[src/rtl/jtopl_wrsched_pkg.sv]
// Shared constants and types for the OPL host write scheduler.
//   OPL_AW_WAIT / OPL_DW_WAIT : YM3526 busy gaps (cen ticks) after address / data strobes
//   wr_req_t                  : one queued register write (register number, value)
package jtopl_wrsched_pkg;

    localparam int unsigned OPL_AW_WAIT = 12;
    localparam int unsigned OPL_DW_WAIT = 84;
    localparam int unsigned OPL_DEPTH   = 8;

    typedef struct packed {
        logic [7:0] addr;
        logic [7:0] data;
    } wr_req_t;

    localparam int unsigned WR_REQ_W = $bits(wr_req_t);

    // Counter width able to hold the larger of the two waits (at least 1 bit)
    function automatic int unsigned cnt_width(input int unsigned a, input int unsigned b);
        int unsigned m;
        m = (a > b) ? a : b;
        return (m == 0) ? 1 : int'($clog2(m + 1));
    endfunction

endpackage

[src/rtl/jtopl_wrfifo.sv]
// Generic synchronous FIFO with registered occupancy flags.
//   clk, rst     : clock, synchronous active-high reset
//   push, din    : write request; refused when full, even with a same-cycle pop
//   pop, dout    : read request; dout shows the head entry
//   flush        : empty the FIFO; overrides push and pop
//   full, empty  : registered status
//   level        : registered occupancy; level_nxt_c is its next value
module jtopl_wrfifo #(
    parameter int unsigned DW    = 16,
    parameter int unsigned DEPTH = 8
) (
    input  logic                     clk,
    input  logic                     rst,
    input  logic                     push,
    input  logic                     pop,
    input  logic                     flush,
    input  logic [DW-1:0]            din,
    output logic [DW-1:0]            dout,
    output logic                     full,
    output logic                     empty,
    output logic [$clog2(DEPTH):0]   level,
    output logic [$clog2(DEPTH):0]   level_nxt_c
);

    localparam int unsigned AW = $clog2(DEPTH);

    logic [DW-1:0] mem [DEPTH];
    logic [AW-1:0] wr_ptr;
    logic [AW-1:0] rd_ptr;
    logic          push_ok;
    logic          pop_ok;

    // Accepted operations and next occupancy
    always_comb begin
        push_ok     = push & ~full & ~flush;
        pop_ok      = pop & ~empty & ~flush;
        level_nxt_c = level;
        if (flush) begin
            level_nxt_c = '0;
        end else if (push_ok && !pop_ok) begin
            level_nxt_c = level + (AW+1)'(1);
        end else if (pop_ok && !push_ok) begin
            level_nxt_c = level - (AW+1)'(1);
        end
    end

    // Storage, no reset needed
    always_ff @(posedge clk) begin
        if (push_ok) begin
            mem[wr_ptr] <= din;
        end
    end

    // Pointers wrap naturally since DEPTH is a power of two
    always_ff @(posedge clk) begin
        if (rst) begin
            wr_ptr <= '0;
            rd_ptr <= '0;
            level  <= '0;
            full   <= 1'b0;
            empty  <= 1'b1;
        end else begin
            if (flush) begin
                wr_ptr <= '0;
                rd_ptr <= '0;
            end else begin
                if (push_ok) wr_ptr <= wr_ptr + AW'(1);
                if (pop_ok)  rd_ptr <= rd_ptr + AW'(1);
            end
            level <= level_nxt_c;
            full  <= (level_nxt_c == (AW+1)'(DEPTH));
            empty <= (level_nxt_c == '0);
        end
    end

    assign dout = mem[rd_ptr];

endmodule

[src/rtl/jtopl_wrsched.sv]
// Host-side register write scheduler for the OPL core. Queues (register, value)
// writes and replays each as an address strobe then a data strobe on the core
// bus, inserting the YM3526 busy gaps so requesters never poll status.
//   clk, rst, cen                 : clock, sync active-high reset, core clock enable
//   flush                         : drop queued writes; an in-flight write completes
//   req_valid/req_addr/req_data   : write request, accepted when req_ready
//   req_ready, level, busy        : FIFO not full, occupancy, activity
//   opl_addr/opl_din/opl_cs_n/opl_wr_n : core bus (addr 0 = address port, 1 = data port)
module jtopl_wrsched
    import jtopl_wrsched_pkg::*;
#(
    parameter int unsigned DEPTH     = OPL_DEPTH,
    parameter int unsigned AW_WAIT   = OPL_AW_WAIT,
    parameter int unsigned DW_WAIT   = OPL_DW_WAIT,
    parameter bit          SKIP_ADDR = 1'b0
) (
    input  logic                   clk,
    input  logic                   rst,
    input  logic                   cen,
    input  logic                   flush,
    input  logic                   req_valid,
    input  logic [7:0]             req_addr,
    input  logic [7:0]             req_data,
    output logic                   req_ready,
    output logic [$clog2(DEPTH):0] level,
    output logic                   busy,
    output logic                   opl_addr,
    output logic [7:0]             opl_din,
    output logic                   opl_cs_n,
    output logic                   opl_wr_n
);

    localparam int unsigned LW = $clog2(DEPTH) + 1;
    localparam int unsigned CW = cnt_width(AW_WAIT, DW_WAIT);

    localparam logic [2:0] ST_IDLE   = 3'd0;
    localparam logic [2:0] ST_A_STB  = 3'd1;
    localparam logic [2:0] ST_A_WAIT = 3'd2;
    localparam logic [2:0] ST_D_STB  = 3'd3;
    localparam logic [2:0] ST_D_WAIT = 3'd4;

    logic [2:0]          state, state_nxt;
    logic [CW-1:0]       cnt, cnt_nxt;
    wr_req_t             hold, hold_nxt;
    logic [7:0]          last_addr, last_addr_nxt;
    logic                last_vld, last_vld_nxt;
    logic                opl_addr_nxt;
    logic [7:0]          opl_din_nxt;
    logic                opl_cs_n_nxt;
    logic                pop_c;
    logic                push_c;
    wr_req_t             head;
    logic [WR_REQ_W-1:0] fifo_dout;
    logic                fifo_full;
    logic                fifo_empty;
    logic [LW-1:0]       fifo_level_nxt;

    assign push_c = req_valid & req_ready & ~fifo_full;
    assign head   = wr_req_t'(fifo_dout);

    jtopl_wrfifo #(
        .DW    (WR_REQ_W),
        .DEPTH (DEPTH)
    ) u_fifo (
        .clk         (clk),
        .rst         (rst),
        .push        (push_c),
        .pop         (pop_c),
        .flush       (flush),
        .din         ({req_addr, req_data}),
        .dout        (fifo_dout),
        .full        (fifo_full),
        .empty       (fifo_empty),
        .level       (level),
        .level_nxt_c (fifo_level_nxt)
    );

    // Next-state and bus logic. A strobe ends on the edge after a cen=1 cycle
    // seen with cs_n already low, so it always spans exactly one cen tick. Wait
    // states leave on the tick that takes cnt to zero (or at once if cnt is 0)
    // and drop cs_n directly, so the gap between strobes is exactly the wait.
    always_comb begin
        state_nxt     = state;
        cnt_nxt       = cnt;
        hold_nxt      = hold;
        last_addr_nxt = last_addr;
        last_vld_nxt  = last_vld;
        opl_addr_nxt  = opl_addr;
        opl_din_nxt   = opl_din;
        opl_cs_n_nxt  = opl_cs_n;
        pop_c         = 1'b0;

        case (state)
            ST_IDLE: begin
                if (!fifo_empty && !flush) begin
                    pop_c    = 1'b1;
                    hold_nxt = head;
                    if (SKIP_ADDR && last_vld && (head.addr == last_addr)) begin
                        state_nxt = ST_D_STB;
                    end else begin
                        state_nxt = ST_A_STB;
                    end
                end
            end
            ST_A_STB: begin
                opl_addr_nxt = 1'b0;
                opl_din_nxt  = hold.addr;
                opl_cs_n_nxt = 1'b0;
                if (!opl_cs_n && cen) begin
                    opl_cs_n_nxt  = 1'b1;
                    cnt_nxt       = CW'(AW_WAIT);
                    last_addr_nxt = hold.addr;
                    last_vld_nxt  = 1'b1;
                    state_nxt     = ST_A_WAIT;
                end
            end
            ST_A_WAIT: begin
                if ((cnt == '0) || (cen && (cnt == CW'(1)))) begin
                    opl_addr_nxt = 1'b1;
                    opl_din_nxt  = hold.data;
                    opl_cs_n_nxt = 1'b0;
                    state_nxt    = ST_D_STB;
                end else if (cen) begin
                    cnt_nxt = cnt - CW'(1);
                end
            end
            ST_D_STB: begin
                opl_addr_nxt = 1'b1;
                opl_din_nxt  = hold.data;
                opl_cs_n_nxt = 1'b0;
                if (!opl_cs_n && cen) begin
                    opl_cs_n_nxt = 1'b1;
                    cnt_nxt      = CW'(DW_WAIT);
                    state_nxt    = ST_D_WAIT;
                end
            end
            ST_D_WAIT: begin
                if ((cnt == '0) || (cen && (cnt == CW'(1)))) begin
                    state_nxt = ST_IDLE;
                end else if (cen) begin
                    cnt_nxt = cnt - CW'(1);
                end
            end
            default: begin
                opl_cs_n_nxt = 1'b1;
                state_nxt    = ST_IDLE;
            end
        endcase

        // After a flush the core's address latch is not trusted
        if (flush) begin
            last_vld_nxt = 1'b0;
        end
    end

    // State and registered outputs
    always_ff @(posedge clk) begin
        if (rst) begin
            state     <= ST_IDLE;
            cnt       <= '0;
            hold      <= '0;
            last_addr <= '0;
            last_vld  <= 1'b0;
            opl_addr  <= 1'b0;
            opl_din   <= '0;
            opl_cs_n  <= 1'b1;
            opl_wr_n  <= 1'b1;
            busy      <= 1'b0;
            req_ready <= 1'b1;
        end else begin
            state     <= state_nxt;
            cnt       <= cnt_nxt;
            hold      <= hold_nxt;
            last_addr <= last_addr_nxt;
            last_vld  <= last_vld_nxt;
            opl_addr  <= opl_addr_nxt;
            opl_din   <= opl_din_nxt;
            opl_cs_n  <= opl_cs_n_nxt;
            opl_wr_n  <= opl_cs_n_nxt;
            busy      <= (state_nxt != ST_IDLE) || (fifo_level_nxt != '0);
            req_ready <= (fifo_level_nxt != LW'(DEPTH));
        end
    end

endmodule

[config.mk]
export PLATFORM = sky130hd
export DESIGN_NAME = jtopl_wrsched
export DESIGN_NICKNAME = d
export VERILOG_FILES = /design/src/rtl/jtopl_wrsched_pkg.sv /design/src/rtl/jtopl_wrfifo.sv /design/src/rtl/jtopl_wrsched.sv
export SDC_FILE = /design/constraint.sdc
export NUM_CORES = 1
export LEC_CHECK = 0
export BUFFER_PORTS_ARGS = -buffer_cell sky130_fd_sc_hd__buf_4
export CELL_PAD_IN_SITES_DETAIL_PLACEMENT = 0
export CELL_PAD_IN_SITES_GLOBAL_PLACEMENT = 1
export CORE_ASPECT_RATIO = 0.9
export CORE_MARGIN = 2
export CORE_UTILIZATION = 50
export DETAILED_ROUTE_END_ITERATION = 16
export GPL_TIMING_DRIVEN = 0
export PLACE_DENSITY = 0.78
export SLEW_MARGIN = 20
export SYNTH_ARGS = -nofsm -noshare
export SYNTH_HDL_FRONTEND = slang
export SYNTH_SLANG_ARGS = --single-unit
[constraint.sdc]
create_clock -name clk -period 5.85 [get_ports clk]
set_clock_uncertainty 0.05 [all_clocks]
set_input_delay 0 -clock clk [delete_from_list [all_inputs] [get_ports clk]]
set_output_delay 0 -clock clk [all_outputs]
set_load 0.01 [all_outputs]
==> impl_metrics.json, run 1 <==
{
  "num_io_pins": 38,
  "slew_headroom_pct": 43.9,
  "final_util_pct": 61.6,
  "grt-ovfl-total": 0,
  "fin_cells": 765,
  "p_per_area_nw_per_um2": 308,
  "finalCriticalPeriod_ps": 2440,
  "n_fill_cell": 1047,
  "hold_start": "req_valid",
  "crit_type": "flop to flop",
  "sequentialPowerShare_pct": 52.2,
  "ys_seq_area_share_pct": 67.5,
  "synthCells": 468,
  "hpwl_mm": 10.3,
  "grt_pass1_wl_mm": 23.0,
  "p_comb_share_pct": 5.5,
  "pwr-share-clk_pct": 42.3,
  "netlist.area_leader.share_pct": 53.6,
  "vias": 4217,
  "p_leak_uw": 0.00285,
  "setup-violations-final": 0,
  "drive_gt1_share_pct": 25.5,
  "port-buffer-count": 37,
  "endpoint": "hold[0]",
  "rows": 41,
  "drc": 0,
  "die_y_um": 118,
  "swShare_pct": 21.8,
  "worstMarginPinSlew_ps": 841,
  "gp_congestion": 0.802,
  "die_w_um": 130,
  "status": "finished, final reports clean",
  "synth_ff_type": "edfxtp_1",
  "synth_largest_area_cell": "edfxtp_1",
  "r2r-start": "u_fifo.rd_ptr[0]",
  "cts.sinks": 178,
  "synth_cell_types": 51,
  "rr_endpoint": "hold[0]",
  "drt_wl_total_mm": 14.6,
  "crit_path_end_kind": "flop",
  "min_period_over_period_pct": 41.7,
  "viasPerCell": 5.51,
  "fmax_mhz": 409,
  "p_int_uw": 2080,
  "antenna_found_initial": 0,
  "cts_resized": 0,
  "clockBufferDepth": 2,
  "rsz0062_at_grt": "no",
  "cts_tree": "done",
  "finalMaxSlewViolations": 0,
  "power.switching_uw": 578,
  "worstPathMaxFanout": 10,
  "postCtsSetupBuffers": 0,
  "htree_levels": 4,
  "drtIter0Drc": 350,
  "synthesis.area_sq_um": 7170,
  "multi_input_area_sq_um": 2210,
  "arrival_ps": 2680,
  "synth_warnings": 0,
  "r2r_cells": 5,
  "dieArea_sq_um": 15300,
  "cp-startpoint": "u_fifo.rd_ptr[0]",
  "grt_pass1_vias": 4226,
  "ant_nets": 0,
  "ir_drop_v": 0.000209,
  "syn_avg_cell_area_sq_um": 15.3,
  "drtPass1Iterations": 5,
  "clk_pin_slew_ps": 70,
  "core-area_sq_um": 14000,
  "cts_root_buf": "clkbuf_16",
  "cap_violations": 0,
  "tns_ps": 0,
  "fin_nets": 587,
  "synth.ff_latch_count": 178,
  "diodes": 0,
  "p_total_uw": 2660,
  "synthToLayoutAreaGrowth_pct": 20.2,
  "startpoint_type": "flop",
  "numCtsBuffers": 17,
  "r2r_slack_ps": 3410,
  "synth_nets": 496,
  "synthTopCellsByArea": "edfxtp_1, dfxtp_1, mux4_2",
  "synth_edf_count": 128,
  "clk_latency_ps": 420,
  "hold_path_class": "input port to flop",
  "hold_viol": 0,
  "placed_cells": 715,
  "synthArstFlopShare_pct": 0,
  "cp.required_ps": 6090,
  "seqCellArea_sq_um": 4840,
  "grt_util_all_layers_pct": 20.4,
  "wl_per_cell_um": 19.1,
  "grt_max_degree": 17,
  "start_util_pct": 51.2
}
[layout make-up]
class,instances,area share [%]
clock buffer,19,5.02
clock inverter,13,1.74
tap,193,2.80
multi-input combinational,254,25.7
inverter,8,0.348
buffer,28,1.45
sequential,178,56.2
timing repair buffer,72,6.75
[worst min path at each step]
stage	endpoint	slack (ps)	cells after the start
finish	u_fifo.wr_ptr[1]	60	5
floorplan	u_fifo.mem[0][0]	50	0
CTS	u_fifo.wr_ptr[1]	50	5
global route	u_fifo.wr_ptr[1]	80	5
global placement	u_fifo.mem[4][3]	180	1
detailed placement	u_fifo.mem[5][3]	190	1
[stage by stage]
stage | worst slack, ps | area, sq um | hold WS (ps)
2_1_floorplan | 2940 | 7170 | 48.9
3_3_place_gp | 1320 | 7690 | 177
3_5_place_dp | 3430 | 7860 | 186
4_1_cts | 3410 | 8620 | 49.5
5_1_grt | 3260 | 8620 | 81.5
6_report | 3410 | 8620 | 60.4
[what timing repair did]
| item | in CTS | in global routing |
|---|---|---|
| endpoints found under the hold margin | 134 | 0 |
| setup endpoints to repair | 0 | 0 |
| hold buffers | 18 | 0 |
[routing by layer]
metal | up-vias | wire length [um] | track usage (%)
li1 | 1995 | - | -
met5 | - | 0 | 0
met1 | 2109 | 6270 | 26.6
met4 | 0 | 228 | 6.99
met2 | 97 | 7480 | 33.8
met3 | 16 | 649 | 4.50
[cell usage after synthesis, types with 4 or more instances]
library cell / number
inv_1: 8
ha_1: 7
nor3_1: 8
or3_1: 5
a311oi_1: 10
nor2_1: 44
mux2i_1: 17
xnor2_1: 6
nand2b_1: 4
mux4_2: 32
edfxtp_1: 128
clkbuf_1: 17
buf_2: 7
nand2_1: 33
a21oi_1: 13
a31oi_1: 4
a211oi_1: 16
dfxtp_1: 50
o21ai_0: 4
[power by group through the flow]
stage | combinational [uW] | clock, uW | sequential, uW
final | 147 | 1120 | 1390
after global routing | 161 | 1180 | 1390
after CTS | 148 | 1140 | 1390
after detailed placement | 138 | 0 | 1410
after global placement | 133 | 0 | 1410
after floorplan | 76.8 | 0 | 1410
[placed cells by master (no fill, tap or decap), types with 17 or more instances in the layout]
cell             n
nor2_1          43
mux4_2          32
mux2i_1         17
clkbuf_1        19
buf_4           48
dlygate4sd3_1   18
dfxtp_1         50
edfxtp_1       128
nand2_1         33
clkbuf_16       17
[critical path: stages, from the launching register on]
cell,delay (ps)
dfxtp_1,340
clkbuf_1,350
buf_2,460
mux4_2,560
mux2i_1,400
a211oi_1,130
[logic make-up after synthesis]
| logic type | synth area share (%) |
|---|---|
| DFF | 67.5 |
| adders and majority gates | 1.22 |
| and+or+nand+nor | 8.93 |
| xor gates and xnor gates | 1.10 |
| buffers and inverters | 2.16 |
| AOI/OAI and AO/OA | 6.44 |
| muxes | 12.6 |
[flip-flops by register name, summed over array words and instances, names as in the netlist, 3 cells and up]
| name | flops |
|---|---|
| u_fifo.level | 4 |
| u_fifo.mem | 128 |
| u_fifo.rd_ptr | 3 |
| hold | 16 |
| cnt | 7 |
| state | 3 |
| u_fifo.wr_ptr | 3 |
| opl_din | 8 |
No activity file was read; power rests on OpenSTA's default activity.
==> run 2, diff against run 1 <==
--- a/config.mk
+++ b/config.mk
@@ -10,10 +10,10 @@
 export CELL_PAD_IN_SITES_GLOBAL_PLACEMENT = 1
 export CORE_ASPECT_RATIO = 0.9
 export CORE_MARGIN = 2
-export CORE_UTILIZATION = 50
+export CORE_UTILIZATION = 46
 export DETAILED_ROUTE_END_ITERATION = 16
 export GPL_TIMING_DRIVEN = 0
-export PLACE_DENSITY = 0.78
+export PLACE_DENSITY = 0.76
 export SLEW_MARGIN = 20
 export SYNTH_ARGS = -nofsm -noshare
 export SYNTH_HDL_FRONTEND = slang
==> constraint.sdc (replaced) <==
create_clock -name clk -period 2.2 [get_ports clk]
set_clock_uncertainty 0.05 [all_clocks]
set_input_delay 0 -clock clk [delete_from_list [all_inputs] [get_ports clk]]
set_output_delay 0 -clock clk [all_outputs]
set_load 0.01 [all_outputs]
==> run 2 against run 1 <==
First-iteration DRC count is 15% lower. Setup slack worse by 3300 ps. Routed wire length is 0.25% lower. Combinational power grew to 2.7 times the previous value. Register-to-register slack worse by 3300 ps. Sequential cell count stayed put. Die area is 8.4% higher. Largest cell class unchanged. Total power grew to 2.6 times the previous value. Sequential power grew to 2.7 times the previous value. Critical endpoint is now hold[1]. Count of clock-buffer cells in the layout is 2 lower.
==> impl_metrics.json, run 2 (synthesized netlist as in run 1, its figures left out) <==
{
  "p_per_area_nw_per_um2": 806,
  "drt_wl_total_mm": 14.6,
  "fin_nets": 580,
  "drive_gt1_share_pct": 26.5,
  "synthToLayoutAreaGrowth_pct": 21.5,
  "slew_headroom_pct": 52.6,
  "diodes": 0,
  "clk_latency_ps": 440,
  "grt-ovfl-total": 0,
  "r2r_cells": 5,
  "viasPerCell": 5.47,
  "clk_pin_slew_ps": 80,
  "min_path_cells": 5,
  "placed_cells": 715,
  "finalMaxSlewViolations": 0,
  "htree_levels": 4,
  "fin_cells": 767,
  "rr_endpoint": "hold[1]",
  "hold_path_class": "input port to flop",
  "sequentialPowerShare_pct": 52.5,
  "core-area_sq_um": 15300,
  "crit_path_end_kind": "flop",
  "swShare_pct": 23.8,
  "n_fill_cell": 1214,
  "power.switching_uw": 1670,
  "setup-violations-final": 0,
  "wl_per_cell_um": 19.0,
  "grt_max_degree": 20,
  "cap_violations": 0,
  "grt_pass1_vias": 4165,
  "p_comb_share_pct": 5.6,
  "arrival_ps": 2320,
  "vias": 4192,
  "cp.required_ps": 2450,
  "fmax_mhz": 483,
  "drc": 0,
  "min_period_over_period_pct": 94.1,
  "setup_slack_ps": 129,
  "cts_root_buf": "clkbuf_16",
  "startpoint_type": "flop",
  "r2r-start": "u_fifo.rd_ptr[0]",
  "status": "finished, final reports clean",
  "tns_ps": 0,
  "crit_type": "flop to flop",
  "port-buffer-count": 37,
  "rsz0062_at_grt": "no",
  "grt_util_all_layers_pct": 18.9,
  "regMostFlops": "u_fifo.mem",
  "start_util_pct": 46.8,
  "seqCellArea_sq_um": 4840,
  "multi_input_area_sq_um": 2270,
  "drtIter0Drc": 296,
  "grt_pass1_wl_mm": 22.8,
  "rows": 43,
  "largest_reg_flops": 128,
  "layout_commonest_cell": "edfxtp_1",
  "final_cell_mix": "edfxtp_1, dfxtp_1, buf_4",
  "numCtsBuffers": 17,
  "finalCriticalPeriod_ps": 2070,
  "cts.sinks": 178,
  "num_io_pins": 38,
  "r2r_slack_ps": 130,
  "ant_nets": 0,
  "die_y_um": 122,
  "clockBufferDepth": 2,
  "post-place-ws_ps": -207,
  "ir_drop_v": 0.000577,
  "pwr-share-clk_pct": 41.9,
  "worstPathMaxFanout": 10,
  "holdPathEnd": "u_fifo.wr_ptr[1]",
  "largestRegisters": "u_fifo.mem (128), hold (16), opl_din (8)",
  "p_leak_uw": 0.00284,
  "drtPass1Iterations": 4,
  "hold_viol": 0,
  "cts_tree": "done",
  "gp_congestion": 0.804,
  "worstMarginPinSlew_ps": 708,
  "dieArea_sq_um": 16600,
  "hpwl_mm": 10.1,
  "die_w_um": 136,
  "p_int_uw": 5350,
  "hold_start": "req_valid",
  "antenna_found_initial": 0
}
[run 2: changes by cell type in the layout (fill, tap and decap cells not counted), sizes merged]
cell | before | now
buf | 65 | 57
clkdlybuf4s15 | 0 | 1
inv | 13 | 16
clkbuf | 36 | 34
bufinv | 2 | 0
clkinvlp | 1 | 2
[run 2: through the flow]
stage / area [sq um] / hold slack, ps / util (%) / total power, uW
after floorplan: 7210 / 48.9 / - / 3970
after global placement: 7740 / 177 / 50.5 / 4110
after detailed placement: 7910 / 185 / 51.6 / 4130
after CTS: 8710 / 44.9 / 56.8 / 7070
after global routing: 8710 / 94.8 / 56.8 / 7250
final: 8710 / 63.7 / 56.8 / 7020
[run 2: metal layers]
| layer | part of all wire (%) | GRT usage [%] |
|---|---|---|
| met5 | 0 | 0 |
| met4 | 1.3 | 6.71 |
| met3 | 4.7 | 4.30 |
| met2 | 50 | 31.7 |
| met1 | 44 | 24.5 |
[run 2: power by group through the flow]
stage          Sequential [uW]  Clock (uW)  Combinational (uW)
2_1_floorplan             3760           0                 205
3_5_place_dp              3760           0                 370
4_1_cts                   3690        2990                 398
5_1_grt                   3690        3130                 431
6_report                  3690        2940                 392
3_3_place_gp              3760           0                 355
[run 2: repair_timing]
action / CTS / global route
pin swaps: 1 / 0
hold buffers: 18 / 0
gates resized for setup: 8 / 5
setup endpoints to repair: 21 / 7
endpoints found under the hold margin: 134 / 0
buffers inserted: 2 / 0
[run 2: final cells by class]
cell class	instances	share of cell area, %
tap	202	2.90
clock buffer	17	4.88
timing repair buffer	65	6.72
inverter	8	0.345
multi-input combinational	254	26.0
buffer	28	1.68
clock inverter	15	1.85
sequential	178	55.6
[run 2: how the worst max path moves through the flow]
| stage | from | to | slack, ps |
|---|---|---|---|
| after detailed placement | u_fifo.rd_ptr[0] | hold[0] | -210 |
| final | u_fifo.rd_ptr[0] | hold[1] | 130 |
| after global routing | u_fifo.wr_ptr[0] | u_fifo.mem[1][11] | 5 |
| after global placement | u_fifo.full | u_fifo.mem[2][11] | -750 |
| after floorplan | req_ready | u_fifo.mem[2][0] | 80 |
| after CTS | u_fifo.rd_ptr[1] | hold[14] | 10 |
[run 2: critical path, cell delays in order, from the launching register on]
cell,delay [ps]
dfxtp_1,340
clkbuf_2,210
buf_4,300
mux4_2,550
mux2i_1,340
a211oi_1,130
==> run 3, diff against run 2 <==
--- a/config.mk
+++ b/config.mk
@@ -5,13 +5,13 @@
 export SDC_FILE = /design/constraint.sdc
 export NUM_CORES = 1
 export LEC_CHECK = 0
-export BUFFER_PORTS_ARGS = -buffer_cell sky130_fd_sc_hd__buf_4
 export CELL_PAD_IN_SITES_DETAIL_PLACEMENT = 0
 export CELL_PAD_IN_SITES_GLOBAL_PLACEMENT = 1
 export CORE_ASPECT_RATIO = 0.9
 export CORE_MARGIN = 2
-export CORE_UTILIZATION = 46
+export CORE_UTILIZATION = 48
 export DETAILED_ROUTE_END_ITERATION = 16
+export DONT_BUFFER_PORTS = 1
 export GPL_TIMING_DRIVEN = 0
 export PLACE_DENSITY = 0.76
 export SLEW_MARGIN = 20
==> run 3 against run 2 <==
Die area shrank 4.0%. Largest power group unchanged. Global-route usage grew 0.36 points. Worst hold slack lost 29 ps. Routed wire length shrank 1.9%. Non-clock buffer count shrank 33. Final cell count shrank 4.8%. Combinational power shrank 15%. Setup slack lost 9.8 ps.
==> impl_metrics.json, run 3 (synthesized netlist as in run 1, its figures left out) <==
{
  "status": "finished, final reports clean",
  "p_leak_uw": 0.00268,
  "worstMarginPinSlew_ps": 633,
  "start_util_pct": 48.9,
  "clockBufferDepth": 2,
  "rsz0062_at_grt": "yes",
  "rows": 42,
  "hold_viol": 0,
  "grt_pass1_wl_mm": 23.0,
  "seqCellArea_sq_um": 4850,
  "worstPathMaxFanout": 10,
  "vias": 4126,
  "finalMaxSlewViolations": 0,
  "hold_path_class": "input port to flop",
  "fmax_mhz": 481,
  "cpPeakStageDelay_ps": 540,
  "drive_gt1_share_pct": 21.8,
  "die_y_um": 120,
  "drc": 0,
  "cts_root_buf": "clkbuf_16",
  "viasPerCell": 5.65,
  "worst_path_max_delay_cell": "mux4_2",
  "core-area_sq_um": 14700,
  "dieArea_sq_um": 15900,
  "arrival_ps": 2320,
  "antenna_found_initial": 0,
  "crit_path_end_kind": "flop",
  "fin_area_sq_um": 8460,
  "cts.sinks": 178,
  "r2r_slack_ps": 120,
  "port-buffer-count": 0,
  "cts_tree": "done",
  "numCtsBuffers": 17,
  "startpoint_type": "flop",
  "placedInstanceArea_sq_um": 7620,
  "hpwl_mm": 9.62,
  "regMostFlops": "u_fifo.mem",
  "diodes": 0,
  "cp.required_ps": 2440,
  "crit_buf_inv": 1,
  "clk_latency_ps": 420,
  "multi_input_area_sq_um": 2270,
  "ir_drop_v": 0.000600,
  "n_fill_cell": 1097,
  "largest_reg_flops": 128,
  "p_total_uw": 6950,
  "clk_pin_slew_ps": 70,
  "grt_pass1_vias": 4142,
  "cp_cell_sequence": "buf_4 > mux4_2 > mux2i_1 > a211oi_1",
  "gp_congestion": 0.802,
  "layout_commonest_cell": "edfxtp_1",
  "num_io_pins": 38,
  "ant_nets": 0,
  "slew_headroom_pct": 57.8,
  "drt_wl_total_mm": 14.3,
  "grt_max_degree": 18,
  "drtIter0Drc": 349,
  "p_per_area_nw_per_um2": 821,
  "synthToLayoutAreaGrowth_pct": 18.0,
  "finalCriticalPeriod_ps": 2080,
  "largestRegisters": "u_fifo.mem (128), hold (16), opl_din (8)",
  "cap_violations": 0,
  "die_w_um": 133,
  "crit_type": "flop to flop",
  "final_cell_mix": "edfxtp_1, dfxtp_1, nor2_1",
  "min_period_over_period_pct": 94.6,
  "grt_util_all_layers_pct": 19.3,
  "drtPass1Iterations": 7,
  "wl_per_cell_um": 19.6,
  "htree_levels": 4,
  "fin_nets": 547,
  "setup-violations-final": 0,
  "critPathTopFamily": "multiplexers",
  "final_util_pct": 57.7,
  "grt-ovfl-total": 0
}
run 3: what timing repair did:
item	in CTS	in global routing
pin swaps	2	2
endpoints found under the setup margin	36	27
endpoints found under the hold margin	147	0
hold buffers	19	0
gates resized for setup	8	4
buffers inserted	2	3
run 3: routing by layer:
metal / global-route usage (%) / vias to the layer above / routed length [um]
met5: 0 / - / 0
met2: 31.7 / 118 / 7060
met4: 5.71 / 0 / 266
li1: - / 1918 / -
met3: 5.28 / 15 / 929
met1: 25.4 / 2075 / 6060
run 3: cell type report:
class / count / share of cell area, %
Timing Repair Buffer: 34 / 4.32
Clock inverter: 15 / 1.73
Buffer: 26 / 1.55
Clock buffer: 17 / 5.03
Multi-Input combinational cell: 254 / 26.8
Tap cell: 198 / 2.93
Sequential cell: 178 / 57.3
Inverter: 8 / 0.355
run 3: worst register-to-register path, cell delays in order, from the launching register on:
cell and delay [ps]:
dfxtp_1 530, buf_4 340, mux4_2 550, mux2i_1 350, a211oi_1 130
run 3: per-stage QoR:
stage | TNS [ps] | std cells | setup slack (ps) | hold slack, ps
after CTS | 0 | 728 | 3.40 | 23.0
after detailed placement | -2480 | 676 | -183 | 49.1
after global routing | -45.6 | 730 | -16.9 | 78.6
after floorplan | 0 | 468 | 78.9 | 48.9
final | 0 | 730 | 119 | 34.4
after global placement | -64330 | 666 | -778 | 49.1
run 3: worst paths after layout:
| kind | from | endpoint | cells past startpoint |
|---|---|---|---|
| setup / recovery | u_fifo.rd_ptr[0] | hold[3] | 4 |
| hold / removal | flush | req_ready | 3 |
| setup reg to reg | u_fifo.rd_ptr[0] | hold[3] | 4 |
| hold reg to reg | cnt[6] | cnt[6] | 2 |
run 3: report_power, final:
group          switching (uW)  internal (uW)
Clock                    1320           1590
Combinational             189            145
Sequential               50.6           3650
